==> src/rtl/control_sequencer.sv <==
// NSC-8 microstep sequencer: T0..T4 step counter, opcode decode and HALT latch.
// Drives every datapath load/enable strobe combinationally from (step, opcode, flags).
module control_sequencer #(
  parameter int X = 8
) (
  input  logic         clk,
  input  logic         reset,
  input  logic         run,
  input  logic [X-1:0] instr,
  input  logic         carry_flag,
  input  logic         zero_flag,
  output logic         pc_out,
  output logic         pc_inc,
  output logic         pc_load,
  output logic         mar_load,
  output logic         ram_out,
  output logic         ram_write,
  output logic         ir_load,
  output logic         ir_out,
  output logic         load_a,
  output logic         load_immediate_a,
  output logic         a_out,
  output logic         load_b,
  output logic         alu_out,
  output logic         alu_sub,
  output logic         flags_load,
  output logic         out_load,
  output logic         halted
);

  localparam int OW = X / 2;

  localparam logic [2:0] T0 = 3'd0;
  localparam logic [2:0] T1 = 3'd1;
  localparam logic [2:0] T2 = 3'd2;
  localparam logic [2:0] T3 = 3'd3;
  localparam logic [2:0] T4 = 3'd4;

  localparam logic [OW-1:0] OP_LDA = OW'(1);
  localparam logic [OW-1:0] OP_ADD = OW'(2);
  localparam logic [OW-1:0] OP_SUB = OW'(3);
  localparam logic [OW-1:0] OP_STA = OW'(4);
  localparam logic [OW-1:0] OP_LDI = OW'(5);
  localparam logic [OW-1:0] OP_JMP = OW'(6);
  localparam logic [OW-1:0] OP_JC  = OW'(7);
  localparam logic [OW-1:0] OP_JZ  = OW'(8);
  localparam logic [OW-1:0] OP_OUT = OW'(14);
  localparam logic [OW-1:0] OP_HLT = OW'(15);

  logic [2:0]    step_q, step_d;
  logic          halted_q, halted_d;
  logic [OW-1:0] opcode;
  logic [2:0]    last_step;
  logic          active;
  logic          unused_operand;

  assign opcode         = instr[X-1:OW];
  assign unused_operand = ^instr[OW-1:0];
  assign halted         = halted_q;

  always_ff @(posedge clk or posedge reset) begin
    if (reset) begin
      step_q   <= T0;
      halted_q <= 1'b0;
    end else begin
      step_q   <= step_d;
      halted_q <= halted_d;
    end
  end

  always_comb begin
    last_step = T1;
    case (opcode)
      OP_LDA, OP_STA:                                 last_step = T3;
      OP_ADD, OP_SUB:                                 last_step = T4;
      OP_LDI, OP_JMP, OP_JC, OP_JZ, OP_OUT, OP_HLT:   last_step = T2;
      default:                                        last_step = T1;
    endcase
  end

  // >= rather than == so an IR change mid-instruction still lands back on T0.
  always_comb begin
    step_d   = step_q;
    halted_d = halted_q;
    if (!halted_q && run) begin
      if (step_q == T2 && opcode == OP_HLT) begin
        halted_d = 1'b1;
      end else if (step_q >= last_step) begin
        step_d = T0;
      end else begin
        step_d = step_q + 3'd1;
      end
    end
  end

  assign active = !reset && run && !halted_q;

  always_comb begin
    pc_out           = 1'b0;
    pc_inc           = 1'b0;
    pc_load          = 1'b0;
    mar_load         = 1'b0;
    ram_out          = 1'b0;
    ram_write        = 1'b0;
    ir_load          = 1'b0;
    ir_out           = 1'b0;
    load_a           = 1'b0;
    load_immediate_a = 1'b0;
    a_out            = 1'b0;
    load_b           = 1'b0;
    alu_out          = 1'b0;
    alu_sub          = 1'b0;
    flags_load       = 1'b0;
    out_load         = 1'b0;
    if (active) begin
      case (step_q)
        T0: begin
          pc_out   = 1'b1;
          mar_load = 1'b1;
        end
        T1: begin
          ram_out = 1'b1;
          ir_load = 1'b1;
          pc_inc  = 1'b1;
        end
        T2: begin
          case (opcode)
            OP_LDA, OP_ADD, OP_SUB, OP_STA: begin
              ir_out   = 1'b1;
              mar_load = 1'b1;
            end
            OP_LDI: begin
              ir_out           = 1'b1;
              load_immediate_a = 1'b1;
            end
            OP_JMP: begin
              ir_out  = 1'b1;
              pc_load = 1'b1;
            end
            OP_JC: begin
              ir_out  = carry_flag;
              pc_load = carry_flag;
            end
            OP_JZ: begin
              ir_out  = zero_flag;
              pc_load = zero_flag;
            end
            OP_OUT: begin
              a_out    = 1'b1;
              out_load = 1'b1;
            end
            default: ;
          endcase
        end
        T3: begin
          case (opcode)
            OP_LDA: begin
              ram_out = 1'b1;
              load_a  = 1'b1;
            end
            OP_ADD, OP_SUB: begin
              ram_out = 1'b1;
              load_b  = 1'b1;
            end
            OP_STA: begin
              a_out     = 1'b1;
              ram_write = 1'b1;
            end
            default: ;
          endcase
        end
        T4: begin
          if (opcode == OP_ADD || opcode == OP_SUB) begin
            alu_out    = 1'b1;
            load_a     = 1'b1;
            flags_load = 1'b1;
            alu_sub    = (opcode == OP_SUB);
          end
        end
        default: ;
      endcase
    end
  end

endmodule

==> config.mk <==
export PLATFORM = sky130hd
export DESIGN_NAME = control_sequencer
export DESIGN_NICKNAME = d
export VERILOG_FILES = /design/src/rtl/control_sequencer.sv
export SDC_FILE = /design/constraint.sdc
export NUM_CORES = 1
export LEC_CHECK = 0
export BUFFER_PORTS_ARGS = -buffer_cell sky130_fd_sc_hd__buf_2
export CAP_MARGIN = 20
export CORE_MARGIN = 3
export CORE_UTILIZATION = 30
export DETAILED_ROUTE_END_ITERATION = 10
export PLACE_DENSITY_LB_ADDON = 0.15
export SLEW_MARGIN = 20
export SYNTH_ARGS = -nofsm -noshare
export SYNTH_HDL_FRONTEND = slang
export SYNTH_SLANG_ARGS = --single-unit
==> constraint.sdc <==
create_clock -name clk -period 5.27 [get_ports clk]
set_clock_uncertainty 0.1 [all_clocks]
set_input_delay 1.054 -clock clk [delete_from_list [all_inputs] [get_ports clk]]
set_output_delay 1.054 -clock clk [all_outputs]
set_load 0.05 [all_outputs]
# ---- After elaboration in Yosys (flattened, before gate mapping)
# Memory sizes are Yosys's and may differ from the RTL's.
# Index checks and enable logic that the tools add are counted.
dict set report word_totals {
  output_inout_bits 17
  ramBits 0
  input_bits 13
  regBits 4
  latch_bits 0
  rom_bits 48
  elab_cells 74
  n_memories 1
}
dict set report classes {
  n_shift 0
  multipliers 0
  addsub 1
  div_mod_pow 0
  magnitude_cmp 1
  eq_ne 14
  n_mux 40
  bitwise 1
  reduce_logical 14
}
# memory depth width read_ports rd_ports_with_merged_regs write_ports line
set mem_list {}
lappend mem_list {{(name not given)} 16 3 1 0 0 73} ;# case (opcode)
# cell count
set ops {}
lappend ops {{$mux W1} 33}
lappend ops {{$eq A4 B3 Y1 const B} 4}
lappend ops {{$eq A4 B4 Y1 const B} 3}
lappend ops {{$eq A4 B2 Y1 const B} 2}
lappend ops {{$pmux W1 S2} 4}
lappend ops {{$eq A3 B2 Y1 const B} 2}
lappend ops {{$pmux W1 S3} 2}
lappend ops {{$reduce_or A6 Y1} 1}
lappend ops {{$eq A4 B1 Y1 const B} 1}
lappend ops {{$logic_and A1 B1 Y1} 4}
lappend ops {{$reduce_and A2 Y1} 2}
lappend ops {{$reduce_or A4 Y1} 1}
lappend ops {{$add A3 B1 Y3 const B} 1}
lappend ops {{$eq A3 B1 Y1 const B} 1}
lappend ops {{$eq A3 B3 Y1 const B} 1}
lappend ops {{$ge A3 B3 Y1} 1}
lappend ops {{$logic_not A3 Y1} 1}
lappend ops {{$mux W3} 1}
lappend ops {{$reduce_or A3 Y1} 1}
lappend ops {{$logic_not A1 Y1} 2}
lappend ops {{$reduce_or A2 Y1} 1}
lappend ops {{$logic_or A1 B1 Y1} 1}
lappend ops {{$not A1 Y1} 1}

# ---- Longest topological paths before layout
dict set report depth {
  ltp_word 5
  ltp_mapped 8
  mapped_depth_nobuf 7
}

# ---- Least setup slack after synthesis
# Ideal clock, no wire load.
dict set report synth_path {
  path_kind {input to output}
  startpoint {in instr[6]}
  endpoint {out alu_sub}
  setup_slack_ns 1.097
  arrival_time_ns 3.019
  stages 4
  path_cell_list {buf_2 -> nor2_2 -> nand2_1 -> nor4_1}
}
dict set report synth_via {
  elab_chain_len 5
}
# item line
set synth_lines {}
lappend synth_lines {{start: declaration} 9} ;# input logic [X-1:0] instr,
lappend synth_lines {{$eq A4 B2 Y1 (on tied branches)} {173, 177}}
lappend synth_lines {{$logic_or A1 B1 Y1} 173} ;# if (opcode == OP_ADD || opcode == OP_SUB) begin
lappend synth_lines {{$mux W1 (*)} 173}
lappend synth_lines {{$mux W1 (*)} 116} ;# case (step_q)
lappend synth_lines {{$mux W1 (*)} 115} ;# if (active) begin
lappend synth_lines {{end: declaration} 25} ;# output logic alu_sub,
# Mark *: on every way between the ends. The rest lies on a longest branch, timed or not.

# ---- Final worst setup path
dict set report layout_path {
  startpoint {in reset}
  endpoint {out ir_out}
}
dict set report layout_via {
  elab_chain_len 4
}
# item line
set layout_lines {}
lappend layout_lines {{start: declaration} 7} ;# input logic reset,
lappend layout_lines {{$logic_not A1 Y1} 96} ;# assign active = !reset && run && !halted_q;
lappend layout_lines {{$logic_and A1 B1 Y1 (2 in series)} 96}
lappend layout_lines {{$mux W1} 115}
lappend layout_lines {{end: declaration} 19} ;# output logic ir_out,
# No other way between the ends.

==> results.tsv <==
metric	value	unit
vdd_drop_max	0.000242	V
start_util	0.323	
clkSinkCount	4	
crit_path_end_kind	output pin	
rows	16	
nFillCells	221	
fin_cells	135	
critPathLaunchType	input port	
path_common_cell	buf_2	
die_y	52.4	um
clk_latency	0.23	ns
synth_ff_type	dfrtp_1	
rsz0062_at_grt	false	
dp.cells	132	
synth_edf_count	0	
drt_iter0_drc	10	
syn-num-nets	106	
fmax	0.291	GHz
vias	670	
seq_area_frac_synth	0.155	
ioPinCount	30	
power	0.262	mW
dp_hpwl	1340	um
htree_levels	1	
cp_slowest_cell	a2111oi_2	
fin_setup_tns	0	ns
syn2layout_area_growth	23.4	%
synth_cell_type_count	35	
cp.depth	5	
fin_crit_sh	0.652	
routed_wl	1580	um
cp_max_fo	4	
routabilityCongestion	0.738	
slowest_delay	0.35	ns
utilization	0.399	
yosysWarnings	0	
avgRoutedWirePerCell	11.7	um
crit_arrival	2.28	ns
groute.usage.overall	0.124	
final_nets	131	
clk_pin_slew	0.04	ns
synth_area_leaders	dfrtp_1, ha_1, a21oi_1, nand2_1, mux2i_1	
worstPathCellList	buf_2 -> nor3b_2 -> nand2_1 -> a2111oi_2 -> buf_2	
pre_cts_ws	1.81	ns
grt_remaining_overflow	0	
critical_path.top_delay_family	buffers and inverters	
synth.top_cells.by_count	a21oi_1, nand2_1, ha_1, dfrtp_1, inv_2	
ff2ff_path_depth	5	
die_w	52.4	um
io_buffers	25	
cts_buffers	3	
status	finished clean	
finalHoldViolations	0	
p_leak	0.398	nW
drc	0	
drtAntennaViolNets	0	
synth_top_cell_area_share	0.155	
async_flop_share	1.00	
yosysTopAreaCell	dfrtp_1	
crit_required	4.12	ns
placeableCoreArea	0.00200	mm^2
postCtsSetupRepairBufs	0	
synth_area_per_cell	7.61	um^2
drtPass1Iterations	4	
grt_pass1_wl	2620	um
syn_area	647	um^2
cts_root_buf	clkbuf_4	
path_class	in2out	
syn_inst	85	
hold_path_depth	1	
routed_via_density	4.96	
finalSetupViolations	0	
ys_ff_latch	4	
holdBufCountCts	0	
cts_resized	0	
p_per_area	329	mW/mm^2
drive_gt1_frac	0.333	
hp-class	reg2reg	
antennaDiodeCount	0	
layout_min_cycle_time	3.44	ns
first_global_vias	602	
maxSlewViolCount	0	
grt_max_degree	17	
clockBufferDepth	2	
cts_tree	built	
relSlewSlack	0.753	
die-area	0.00275	mm^2
grt_antenna_before_repair	0	
crit_buf_inv	2	
tightest_slew	0.366	ns
maxCapViolCount	0	
setup_ws	1.83	ns
==> area by class of cell <==
type,instances,area (um^2),share of cell area
Multi-Input combinational cell,69,490,0.614
Timing Repair Buffer,25,125,0.157
Sequential cell,4,100,0.125
Tap cell,27,33.8,0.0423
Inverter,7,26.3,0.0329
Clock buffer,3,22.5,0.0282
==> cell families after synthesis <==
family                     count (synthesis)  synth area share
muxes                                      2            0.0309
adders and majority gates                  8             0.155
DFF                                        4             0.155
and+or+nand+nor                           36             0.321
AOI/OAI and AO/OA                         23             0.251
buffers and inverters                     12            0.0870
==> cell usage in the layout, fill, tap and decap left out, types with 3 or more instances in the layout <==
master / n
buf_2: 25
nand2_1: 9
a21oi_1: 9
ha_1: 8
inv_2: 4
dfrtp_1: 4
inv_1: 3
and3_1: 3
nor4_1: 3
nor2_1: 3
clkbuf_4: 3
==> per-layer routing <==
metal	routed length (um)	vias up	global-route usage
met3	94	0	0.0456
met5	0	-	0
li1	-	358	-
met4	0	0	0
met1	737	292	0.164
met2	750	20	0.205
==> registers in the layout, indices dropped and copies added, names as in the netlist <==
signal  flops
step_q      3
halted      1
==> where the power goes <==
| group | total [mW] | internal (mW) | switching (mW) |
|---|---|---|---|
| Sequential | 0.0568 | 0.0428 | 0.0139 |
| Clock | 0.0373 | 0.0254 | 0.0118 |
| Combinational | 0.168 | 0.0584 | 0.110 |
| Total | 0.262 | 0.127 | 0.136 |
==> stage by stage <==
| stage | cell area, um^2 | hold WS [ns] |
|---|---|---|
| 2_1_floorplan | 647 | 0.439 |
| 3_3_place_gp | 776 | 0.407 |
| 3_5_place_dp | 776 | 0.424 |
| 4_1_cts | 798 | 0.435 |
| 5_1_grt | 798 | 0.464 |
| 6_report | 798 | 0.428 |
==> final timing paths <==
path / from / endpoint / slack (ns)
worst max-delay path: reset / ir_out / 1.83
worst min-delay path: halted / halted / 0.43
worst max register to register: step_q[0] / step_q[2] / 3.69
worst min register to register: halted / halted / 0.43
max in group asynchronous: reset / step_q[0] / 4.34
min in group asynchronous: reset / halted / 0.61
(Power assumes the default switching activity.)
